<file path="src/rtl/imm_encoder.sv">
// Packs a 32-bit immediate into RISC-V I/S/B/U/J bit positions and merges it with base_instr fields.
// Latency 2 cycles from the accepting edge to out_valid; throughput one word per cycle.
// Backpressure: in_ready = !out_valid | out_ready; when low, every stage holds and outputs stay stable.
// Optional build macro IMM_ROUNDTRIP_CHECK_EN adds o_rt_mismatch (re-decode self check).
module imm_encoder #(
    parameter int COUNT_W = 16
) (
    input  logic               i_clk,
    input  logic               i_rst_n,
    input  logic               i_in_valid,
    output logic               o_in_ready,
    input  logic [2:0]         i_imm_src,
    input  logic [31:0]        i_imm,
    input  logic [31:0]        i_base_instr,
    output logic               o_out_valid,
    input  logic               i_out_ready,
    output logic [31:0]        o_instr,
    output logic               o_out_err,
    output logic               o_err_sticky,
    input  logic               i_clr,
    output logic [COUNT_W-1:0] o_enc_count
`ifdef IMM_ROUNDTRIP_CHECK_EN
    ,
    output logic               o_rt_mismatch
`endif
);
    localparam logic [2:0] SRC_I = 3'b000;
    localparam logic [2:0] SRC_S = 3'b001;
    localparam logic [2:0] SRC_B = 3'b010;
    localparam logic [2:0] SRC_U = 3'b011;
    localparam logic [2:0] SRC_J = 3'b100;

    logic               w_adv;
    logic               w_out_hs;
    logic               w_chk_err;
    logic [31:0]        w_pack;

    logic               r_s1_vld;
    logic [2:0]         r_s1_src;
    logic [31:0]        r_s1_imm;
    logic [31:0]        r_s1_base;
    logic               r_s1_err;
    logic               r_s2_vld;
    logic [31:0]        r_s2_instr;
    logic               r_s2_err;
    logic               r_out_vld;
    logic [31:0]        r_out_instr;
    logic               r_out_err;
    logic               r_err_sticky;
    logic [COUNT_W-1:0] r_enc_count;

    assign w_adv      = !r_out_vld || i_out_ready;
    assign w_out_hs   = r_out_vld && i_out_ready;
    assign o_in_ready = w_adv;

    // Range / alignment check on the incoming request: the immediate must fit the field once sign-extended.
    always_comb begin
        w_chk_err = 1'b1;
        case (i_imm_src)
            SRC_I, SRC_S: w_chk_err = !((&i_imm[31:11]) || !(|i_imm[31:11]));
            SRC_B:        w_chk_err = !((&i_imm[31:12]) || !(|i_imm[31:12])) || i_imm[0];
            SRC_U:        w_chk_err = |i_imm[11:0];
            SRC_J:        w_chk_err = !((&i_imm[31:20]) || !(|i_imm[31:20])) || i_imm[0];
            default:      w_chk_err = 1'b1;
        endcase
    end

    // Scatter the truncated immediate into the format's bit positions; other bits come from base.
    always_comb begin
        w_pack = r_s1_base;
        case (r_s1_src)
            SRC_I: w_pack = {r_s1_imm[11:0], r_s1_base[19:0]};
            SRC_S: w_pack = {r_s1_imm[11:5], r_s1_base[24:12], r_s1_imm[4:0], r_s1_base[6:0]};
            SRC_B: w_pack = {r_s1_imm[12], r_s1_imm[10:5], r_s1_base[24:12],
                             r_s1_imm[4:1], r_s1_imm[11], r_s1_base[6:0]};
            SRC_U: w_pack = {r_s1_imm[31:12], r_s1_base[11:0]};
            SRC_J: w_pack = {r_s1_imm[20], r_s1_imm[10:1], r_s1_imm[11],
                             r_s1_imm[19:12], r_s1_base[11:0]};
            default: w_pack = r_s1_base;
        endcase
    end

`ifdef IMM_ROUNDTRIP_CHECK_EN
    logic [31:0] w_dec;
    logic        w_rt_mismatch;
    logic        r_s2_rt;
    logic        r_out_rt;

    // Re-extend the packed word exactly as the decode stage would, to catch packing bugs.
    always_comb begin
        w_dec = r_s1_imm;
        case (r_s1_src)
            SRC_I: w_dec = {{20{w_pack[31]}}, w_pack[31:20]};
            SRC_S: w_dec = {{20{w_pack[31]}}, w_pack[31:25], w_pack[11:7]};
            SRC_B: w_dec = {{19{w_pack[31]}}, w_pack[31], w_pack[7], w_pack[30:25], w_pack[11:8], 1'b0};
            SRC_U: w_dec = {w_pack[31:12], 12'b0};
            SRC_J: w_dec = {{11{w_pack[31]}}, w_pack[31], w_pack[19:12], w_pack[20], w_pack[30:21], 1'b0};
            default: w_dec = r_s1_imm;
        endcase
    end
    assign w_rt_mismatch = !r_s1_err && (w_dec != r_s1_imm);

    // Carry the self-check flag alongside the packed word so it stays aligned with o_instr.
    always_ff @(posedge i_clk) begin
        if (!i_rst_n) begin
            r_s2_rt  <= 1'b0;
            r_out_rt <= 1'b0;
        end else if (w_adv) begin
            if (r_s1_vld) r_s2_rt  <= w_rt_mismatch;
            if (r_s2_vld) r_out_rt <= r_s2_rt;
        end
    end
    assign o_rt_mismatch = r_out_rt;
`endif

    // Pipeline: capture+check, pack, output register; valids shift independently so bubbles pass through.
    always_ff @(posedge i_clk) begin
        if (!i_rst_n) begin
            r_s1_vld    <= 1'b0;
            r_s1_src    <= SRC_I;
            r_s1_imm    <= '0;
            r_s1_base   <= '0;
            r_s1_err    <= 1'b0;
            r_s2_vld    <= 1'b0;
            r_s2_instr  <= '0;
            r_s2_err    <= 1'b0;
            r_out_vld   <= 1'b0;
            r_out_instr <= '0;
            r_out_err   <= 1'b0;
        end else if (w_adv) begin
            r_s1_vld  <= i_in_valid;
            r_s2_vld  <= r_s1_vld;
            r_out_vld <= r_s2_vld;
            if (i_in_valid) begin
                r_s1_src  <= i_imm_src;
                r_s1_imm  <= i_imm;
                r_s1_base <= i_base_instr;
                r_s1_err  <= w_chk_err;
            end
            if (r_s1_vld) begin
                r_s2_instr <= w_pack;
                r_s2_err   <= r_s1_err;
            end
            if (r_s2_vld) begin
                r_out_instr <= r_s2_instr;
                r_out_err   <= r_s2_err;
            end
        end
    end

    // Sticky error and saturating word counter, both updated on the output handshake; clr overrides it.
    always_ff @(posedge i_clk) begin
        if (!i_rst_n) begin
            r_err_sticky <= 1'b0;
            r_enc_count  <= '0;
        end else if (i_clr) begin
            r_err_sticky <= 1'b0;
            r_enc_count  <= '0;
        end else if (w_out_hs) begin
            r_err_sticky <= r_err_sticky || r_out_err;
            if (r_enc_count != {COUNT_W{1'b1}}) r_enc_count <= r_enc_count + 1'b1;
        end
    end

    assign o_out_valid  = r_out_vld;
    assign o_instr      = r_out_instr;
    assign o_out_err    = r_out_err;
    assign o_err_sticky = r_err_sticky;
    assign o_enc_count  = r_enc_count;
endmodule

</file>
<file path="config.mk">
export PLATFORM = sky130hd
export DESIGN_NAME = imm_encoder
export DESIGN_NICKNAME = d
export VERILOG_FILES = /design/src/rtl/imm_encoder.sv
export SDC_FILE = /design/constraint.sdc
export NUM_CORES = 1
export LEC_CHECK = 0
export ABC_AREA = 1
export BUFFER_PORTS_ARGS = -buffer_cell sky130_fd_sc_hd__buf_2
export CORE_MARGIN = 3
export CORE_UTILIZATION = 55
export CTS_CLUSTER_DIAMETER = 80
export CTS_CLUSTER_SIZE = 12
export DETAILED_ROUTE_END_ITERATION = 8
export PLACE_DENSITY_LB_ADDON = 0.15
export SLEW_MARGIN = 20
export SYNTH_ARGS = -nofsm -noshare
export SYNTH_HDL_FRONTEND = slang
export SYNTH_SLANG_ARGS = --single-unit
</file>
<file path="constraint.sdc">
create_clock -name i_clk -period 2.5 [get_ports i_clk]
set_input_delay 0.5 -clock i_clk [delete_from_list [all_inputs] [get_ports i_clk]]
set_output_delay 0.5 -clock i_clk [all_outputs]
set_load 0.02 [all_outputs]
</file>
==> results of run 1 <==
cells by family (layout without fill, tap and decap cells):
logic type / count (synthesis) / count (layout) / share of synthesized area
AOI/OAI and AO/OA: 225 / 225 / 0.189
DFF: 154 / 154 / 0.489
xor gates and xnor gates: 8 / 8 / 0.0111
adders and majority gates: 1 / 1 / 0.00199
buffers and inverters: 96 / 214 / 0.0634
and+or+nand+nor: 393 / 393 / 0.245
metrics by stage:
stage | setup WS, ns | instance area [µm²] | power, mW | utilization | hold WS (ns)
2_1_floorplan | 0.793 | 6300 | 3.09 | - | 0.430
4_1_cts | 0.544 | 7630 | 6.13 | 0.692 | 0.315
3_3_place_gp | 0.481 | 6960 | 3.28 | 0.631 | 0.437
5_1_grt | 0.356 | 7630 | 6.32 | 0.692 | 0.329
6_report | 0.574 | 7630 | 6.09 | 0.692 | 0.327
3_5_place_dp | 0.414 | 6960 | 3.29 | 0.631 | 0.455
cell usage after synthesis:
master | n | area, µm²
nand2_4 | 1 | 11.3
buf_8 | 1 | 15.0
nor3_1 | 9 | 45.0
nand2_2 | 2 | 12.5
xor2_1 | 6 | 52.6
nor2_1 | 238 | 893
clkbuf_1 | 29 | 109
clkinv_1 | 1 | 3.75
a31oi_1 | 5 | 31.3
buf_2 | 13 | 65.1
or2_2 | 1 | 6.26
nor2_2 | 1 | 6.26
nand4_1 | 5 | 31.3
buf_4 | 1 | 7.51
nand3_2 | 1 | 10.0
nor3_2 | 1 | 10.0
inv_2 | 4 | 15.0
nand2_1 | 121 | 454
a41oi_1 | 6 | 52.6
o22ai_1 | 2 | 12.5
dfxtp_1 | 154 | 3080
a21oi_1 | 58 | 290
o211ai_1 | 1 | 7.51
nand3_1 | 13 | 65.1
inv_1 | 46 | 173
o21ai_0 | 145 | 726
a21oi_2 | 7 | 61.3
xnor2_1 | 2 | 17.5
buf_6 | 1 | 11.3
o21bai_1 | 1 | 7.51
ha_1 | 1 | 12.5
per-layer routing:
layer	up-vias	global-route usage
met2	183	0.377
met4	0	0.0801
li1	3066	-
met1	2758	0.344
met5	-	0
met3	17	0.0663
flip-flops by register name, summed over array words and instances (netlist names):
name	cells
r_s1_imm	32
r_s1_err	1
r_s2_vld	1
r_s1_src	3
o_enc_count	16
r_s2_instr	32
o_out_err	1
o_instr	32
r_s1_vld	1
o_out_valid	1
o_err_sticky	1
r_s1_base	32
r_s2_err	1
worst min-delay path: cells and delay by family:
kind | cells | cell delay (ns)
compound gates | 1 | 0.07
buf+inv | 1 | 0.07
simple gates | 1 | 0.07
placed cells by master (no fill, tap or decap):
master | synthesis | routed
nor2_1 | 238 | 236
clkbuf_16 | 0 | 17
nand2_4 | 1 | 1
o21bai_1 | 1 | 1
inv_6 | 0 | 1
inv_4 | 0 | 1
nor3_2 | 1 | 1
or2_2 | 1 | 1
buf_2 | 13 | 123
nor2_2 | 1 | 3
a41oi_1 | 6 | 6
buf_12 | 0 | 1
xnor2_1 | 2 | 2
dfxtp_1 | 154 | 154
nand3_2 | 1 | 1
ha_1 | 1 | 1
buf_4 | 1 | 7
clkbuf_8 | 0 | 4
o22ai_1 | 2 | 2
nand3_1 | 13 | 13
nor3_1 | 9 | 9
xor2_1 | 6 | 6
clkinvlp_4 | 0 | 2
a31oi_1 | 5 | 5
inv_2 | 4 | 3
bufinv_16 | 0 | 5
inv_1 | 46 | 46
nand2_2 | 2 | 3
clkinv_2 | 0 | 3
a21oi_2 | 7 | 7
o21ai_0 | 145 | 145
a21oi_1 | 58 | 58
nand4_1 | 5 | 5
o211ai_1 | 1 | 1
nand2_1 | 121 | 120
clkinv_1 | 1 | 1
final timing paths:
path | from | to | slack (ns) | cells past startpoint
min | i_base_instr[17] | r_s1_base[17] | 0.33 | 3
max | o_enc_count[0] | o_enc_count[6] | 0.57 | 10
min reg2reg | r_s2_vld | r_s2_vld | 0.46 | 2
max reg2reg | o_enc_count[0] | o_enc_count[6] | 0.57 | 10
report_power, final:
part / internal, mW / switching (mW)
Sequential: 2.61 / 0.0858
Clock: 1.87 / 0.967
Combinational: 0.190 / 0.364
Total: 4.67 / 1.42
layout make-up:
class / instances / area [µm²] / share of cell area
Sequential cell: 154 / 3080 / 0.404
Multi-Input combinational cell: 627 / 2820 / 0.370
Timing Repair Buffer: 131 / 688 / 0.0901
Clock buffer: 21 / 480 / 0.0629
Inverter: 51 / 194 / 0.0254
Clock inverter: 11 / 189 / 0.0248
Tap cell: 140 / 175 / 0.0229
==> flow_metrics.env, run 1 <==
export IMPL_design_core_area_um2=11000
export IMPL_outcome="finished clean"
export IMPL_crit_type="reg -> reg"
export IMPL_cts_buffers=17
export IMPL_fin_crit_sh=0.770
export IMPL_p_per_area_nw_per_um2=798
export IMPL_end_kind="register"
export IMPL_cts_root_buf="clkbuf_16"
export IMPL_die_area_um2=12800
export IMPL_cts_sinks=154
export IMPL_synth_seq_cells=154
export IMPL_antenna_found_initial=0
export IMPL_seq_area_frac_synth=0.489
export IMPL_final_cell_count_no_fill=1135
export IMPL_synthesis_nets=950
export IMPL_p_leak_nw=3.45
export IMPL_cp_data_arrival_time_ns=2.24
export IMPL_clk_latency_ns=0.42
export IMPL_max_slew_margin=0.533
export IMPL_clock_skew_ns=0.00832
export IMPL_diodes=0
export IMPL_start_util=0.571
export IMPL_slew_viol_final=0
export IMPL_rsz0062_at_grt="no"
export IMPL_area_growth_pct=21.2
export IMPL_worstMarginPinSlew_ns=0.700
export IMPL_slowest_delay_ns=0.42
export IMPL_avgSynthCellArea_um2=7.18
export IMPL_crit_chain="ha_1 -> nand3_1 -> nor3_2 -> nand3_2 -> nand2_4 -> inv_2 -> nand2_1 -> nand2_1 -> nand2_1 -> nor2_1"
export IMPL_topRoutingLayerUsed="met4"
export IMPL_num_rows=38
export IMPL_synth_warnings=0
export IMPL_min_period_ns=1.93
export IMPL_wl_per_cell_um=13.6
export IMPL_met3WireLength_um=953
export IMPL_grt_max_degree=77
export IMPL_cpMaxStageDelayCell="dfxtp_1"
export IMPL_ant_nets=0
export IMPL_wl_met1_mm=7.39
export IMPL_dp_hpwl_mm=10.3
export IMPL_vias_per_cell=5.31
export IMPL_cts_tree="built"
export IMPL_hold_path_class="in -> reg"
export IMPL_required_ns=2.81
export IMPL_place_inst=1103
export IMPL_cp_top_family="simple AND/OR/NAND/NOR gates"
export IMPL_fin_nets=1055
export IMPL_port_buffers=123
export IMPL_drv_cap=0
export IMPL_irDropWorstVdd_mv=0.556
export IMPL_grt_pass1_wl_mm=25.8
export IMPL_cts_hold_buf=0
export IMPL_ios=124
export IMPL_fp_dieW_um=113
export IMPL_tns_ns=0
export IMPL_die_h_um=113
export IMPL_gp_congestion=0.876
export IMPL_vias=6024
export IMPL_htreeDepth=4
export IMPL_grt_pass1_vias=5426
export IMPL_clk_pin_slew_ns=0.06
export IMPL_setup_violations_final=0
export IMPL_syn_cell_area_um2=6300
export IMPL_drive_gt1_frac=0.185
export IMPL_ys_types=31
export IMPL_clockBufferDepth=2
export IMPL_grtUsageTotal=0.248
export IMPL_synth_cells=877
export IMPL_wl_met2_mm=6.91
export IMPL_ctsResizeCount=0
export IMPL_drtIter0Drc=571
export IMPL_first_pass_iters=5
export IMPL_path_buf_inv=1
export IMPL_crit_top_cell="nand2_1"
export IMPL_worst_path_max_fanout=18
export IMPL_fmax_mhz=519
export IMPL_worstSetupStartpointType="register"
export IMPL_wl_mm=15.4
export IMPL_grt_overflow=0
export IMPL_drc_errors=0
export IMPL_cts_setup_buffers=0
export IMPL_fillers=979
export IMPL_hold_violations=0
Note: power is estimated with default switching activity, not from simulation.
==> run 2, diff against run 1 <==
--- a/config.mk
+++ b/config.mk
@@ -5,10 +5,10 @@
 export SDC_FILE = /design/constraint.sdc
 export NUM_CORES = 1
 export LEC_CHECK = 0
-export ABC_AREA = 1
+export ABC_AREA = 0
 export BUFFER_PORTS_ARGS = -buffer_cell sky130_fd_sc_hd__buf_2
 export CORE_MARGIN = 3
-export CORE_UTILIZATION = 55
+export CORE_UTILIZATION = 49
 export CTS_CLUSTER_DIAMETER = 80
 export CTS_CLUSTER_SIZE = 12
 export DETAILED_ROUTE_END_ITERATION = 8
==> constraint.sdc (replaced) <==
create_clock -name i_clk -period 1.6 [get_ports i_clk]
set_input_delay 0.32 -clock i_clk [delete_from_list [all_inputs] [get_ports i_clk]]
set_output_delay 0.32 -clock i_clk [all_outputs]
set_load 0.02 [all_outputs]
==> run 2 against run 1 <==
Against the previous run: synthesized area is 1.7% lower; clock-buffer cell count stayed put; sequential share of layout area is 0.93 points lower; clock skew is 0.00063 ns higher; routed wire length is 1.6% lower; fmax is 24% higher; global-route usage is 2.7 points lower; critical path depth is 3 lower; first-iteration DRC count is 21% lower; largest cell class unchanged; highest routed layer is now met5.
==> flow_metrics.env, run 2 <==
export IMPL_outcome="finished clean"
export IMPL_clock_skew_ns=0.00894
export IMPL_hold_start="i_base_instr[23]"
export IMPL_grt_max_degree=75
export IMPL_wl_per_cell_um=14.2
export IMPL_slew_viol_final=0
export IMPL_fp_dieW_um=118
export IMPL_fin_nets=960
export IMPL_dp_slack_ns=0.00715
export IMPL_hold_path_class="in -> reg"
export IMPL_r2r_worst_path_cells=7
export IMPL_startpoint="o_enc_count[1]"
export IMPL_dp_hpwl_mm=11.1
export IMPL_final_cell_count_no_fill=1068
export IMPL_power_mw=9.24
export IMPL_setup_violations_final=0
export IMPL_end_kind="register"
export IMPL_num_rows=40
export IMPL_seq_area_frac_synth=0.498
export IMPL_tns_ns=0
export IMPL_synth_area_leader_cell="dfxtp_1"
export IMPL_synth_seq_cells=154
export IMPL_ant_nets=0
export IMPL_synth_area_leaders="dfxtp_1 (50%), nand2_1 (14%), a21oi_1 (10%)"
export IMPL_clk_latency_ns=0.42
export IMPL_cts_sinks=154
export IMPL_clockBufferDepth=2
export IMPL_die_area_um2=14000
export IMPL_die_h_um=118
export IMPL_irDropWorstVdd_mv=0.622
export IMPL_syn_cell_area_um2=6190
export IMPL_reg2reg_from="o_enc_count[1]"
export IMPL_hold_violations=0
export IMPL_worstSetupStartpointType="register"
export IMPL_gp_congestion=0.849
export IMPL_vias=5566
export IMPL_synth_most_common_cell="nand2_1"
export IMPL_synth_warnings=0
export IMPL_cp_data_arrival_time_ns=1.87
export IMPL_start_util=0.509
export IMPL_layout_setup_ws_ns=0.0434
export IMPL_max_slew_margin=0.674
export IMPL_port_buffers=123
export IMPL_drv_cap=0
export IMPL_synthArstFlopShare=0
export IMPL_fmax_mhz=642
export IMPL_cts_tree="built"
export IMPL_rsz0062_at_grt="yes"
export IMPL_wl_mm=15.2
export IMPL_final_cell_mix="nand2_1 (232), dfxtp_1 (147), a21oi_1 (127)"
export IMPL_p_leak_nw=3.18
export IMPL_grtUsageTotal=0.220
export IMPL_r2r_slack_ns=0.04
export IMPL_grt_pass1_wl_mm=25.3
export IMPL_drc_errors=0
export IMPL_diodes=0
export IMPL_drtIter0Drc=450
export IMPL_crit_end="o_enc_count[14]"
export IMPL_design_core_area_um2=12200
export IMPL_fin_crit_sh=0.973
export IMPL_p_per_area_nw_per_um2=1180
export IMPL_grt_overflow=0
export IMPL_synth_cells=752
export IMPL_antenna_found_initial=1
export IMPL_ys_flop_type="dfxtp_1"
export IMPL_synth_common_cells="nand2_1 (232), dfxtp_1 (154), a21oi_1 (128)"
export IMPL_cts_root_buf="clkbuf_16"
export IMPL_reg2reg_to="o_enc_count[14]"
export IMPL_grt_pass1_vias=5278
export IMPL_worstMarginPinSlew_ns=0.490
export IMPL_htreeDepth=4
export IMPL_worst_path_max_fanout=6
export IMPL_crit_type="reg -> reg"
export IMPL_min_period_ns=1.56
export IMPL_first_pass_iters=7
export IMPL_vias_per_cell=5.21
export IMPL_ys_types=55
export IMPL_final_common_cell="nand2_1"
export IMPL_synthesis_nets=825
export IMPL_synth_top_cell_area_share=0.498
export IMPL_place_inst=1031
export IMPL_ios=124
export IMPL_synth_edf_count=0
export IMPL_cts_buffers=17
export IMPL_area_growth_pct=26.7
export IMPL_avgSynthCellArea_um2=8.23
export IMPL_required_ns=1.91
export IMPL_drive_gt1_frac=0.257
export IMPL_clk_pin_slew_ns=0.06
==> run 2: changes by cell type after synthesis, sizes merged, moves of 16 or more <==
| cell | previous run | this run |
|---|---|---|
| nand2 | 124 | 235 |
| buf | 16 | 33 |
| a21oi | 65 | 130 |
| inv | 50 | 7 |
| mux2i | 0 | 16 |
| o21ai | 145 | 17 |
| nor2 | 239 | 39 |
==> run 2: cell type report <==
class	count	area [µm²]
Inverter	7	27.5
Tap cell	168	210
Clock buffer	21	470
Clock inverter	11	190
Timing Repair Buffer	167	1030
Multi-Input combinational cell	540	2820
Fill cell	1078	4320
Sequential cell	154	3090
==> run 2: metal layers <==
| layer | share of wire | vias to the layer above | track usage |
|---|---|---|---|
| met1 | 0.47 | 2542 | 0.298 |
| met3 | 0.056 | 18 | 0.0531 |
| met4 | 0.011 | 2 | 0.0724 |
| li1 | - | 2837 | - |
| met5 | 0.00086 | - | 0 |
| met2 | 0.46 | 167 | 0.347 |
==> run 2: cells by family (layout without fill, tap and decap cells) <==
| family | after synthesis | after routing | synth area share |
|---|---|---|---|
| muxes | 16 | 16 | 0.0259 |
| adders and majority gates | 1 | 1 | 0.00202 |
| AOI/OAI and AO/OA | 183 | 183 | 0.171 |
| buffers and inverters | 58 | 206 | 0.0513 |
| and+or+nand+nor | 329 | 329 | 0.237 |
| DFF | 154 | 154 | 0.498 |
| xor gates and xnor gates | 11 | 11 | 0.0156 |
==> run 2: critical path: stages, from the launching register on <==
cell and delay [ns]:
dfxtp_2 0.34, ha_4 0.15, and3_4 0.17, and4_4 0.18
buf_4 0.15, nor4_4 0.26, xnor2_1 0.15, nor2_1 0.05
==> run 2: stage by stage <==
stage / hold WS [ns] / util / instance area, µm²
finish: 0.139 / 0.645 / 7840
global route: 0.133 / 0.645 / 7840
CTS: 0.115 / 0.642 / 7800
detailed placement: 0.443 / 0.586 / 7130
global placement: 0.439 / 0.586 / 7130
floorplan: 0.429 / - / 6210
==> run 2: worst min-delay path by stage <==
stage / end / slack (ns) / depth (start not counted)
floorplan: r_s2_err / 0.43 / 2
global placement: r_s2_instr[0] / 0.44 / 2
detailed placement: o_instr[8] / 0.44 / 2
CTS: r_s1_base[3] / 0.12 / 3
global route: r_s1_base[14] / 0.13 / 3
finish: r_s1_base[23] / 0.14 / 3
==> run 2: report_power, final <==
group / internal [mW] / total (mW) / switching [mW]
registers: 4.00 / 4.09 / 0.0947
clock network: 2.89 / 4.40 / 1.51
logic: 0.307 / 0.748 / 0.442
==> run 2: repair_timing <==
| action | CTS | global route |
|---|---|---|
| gates resized for setup | 2 | 3 |
| hold buffers | 0 | 0 |
| endpoints found under the setup margin | 2 | 11 |
| buffers inserted | 1 | 4 |
| pin swaps | 0 | 3 |
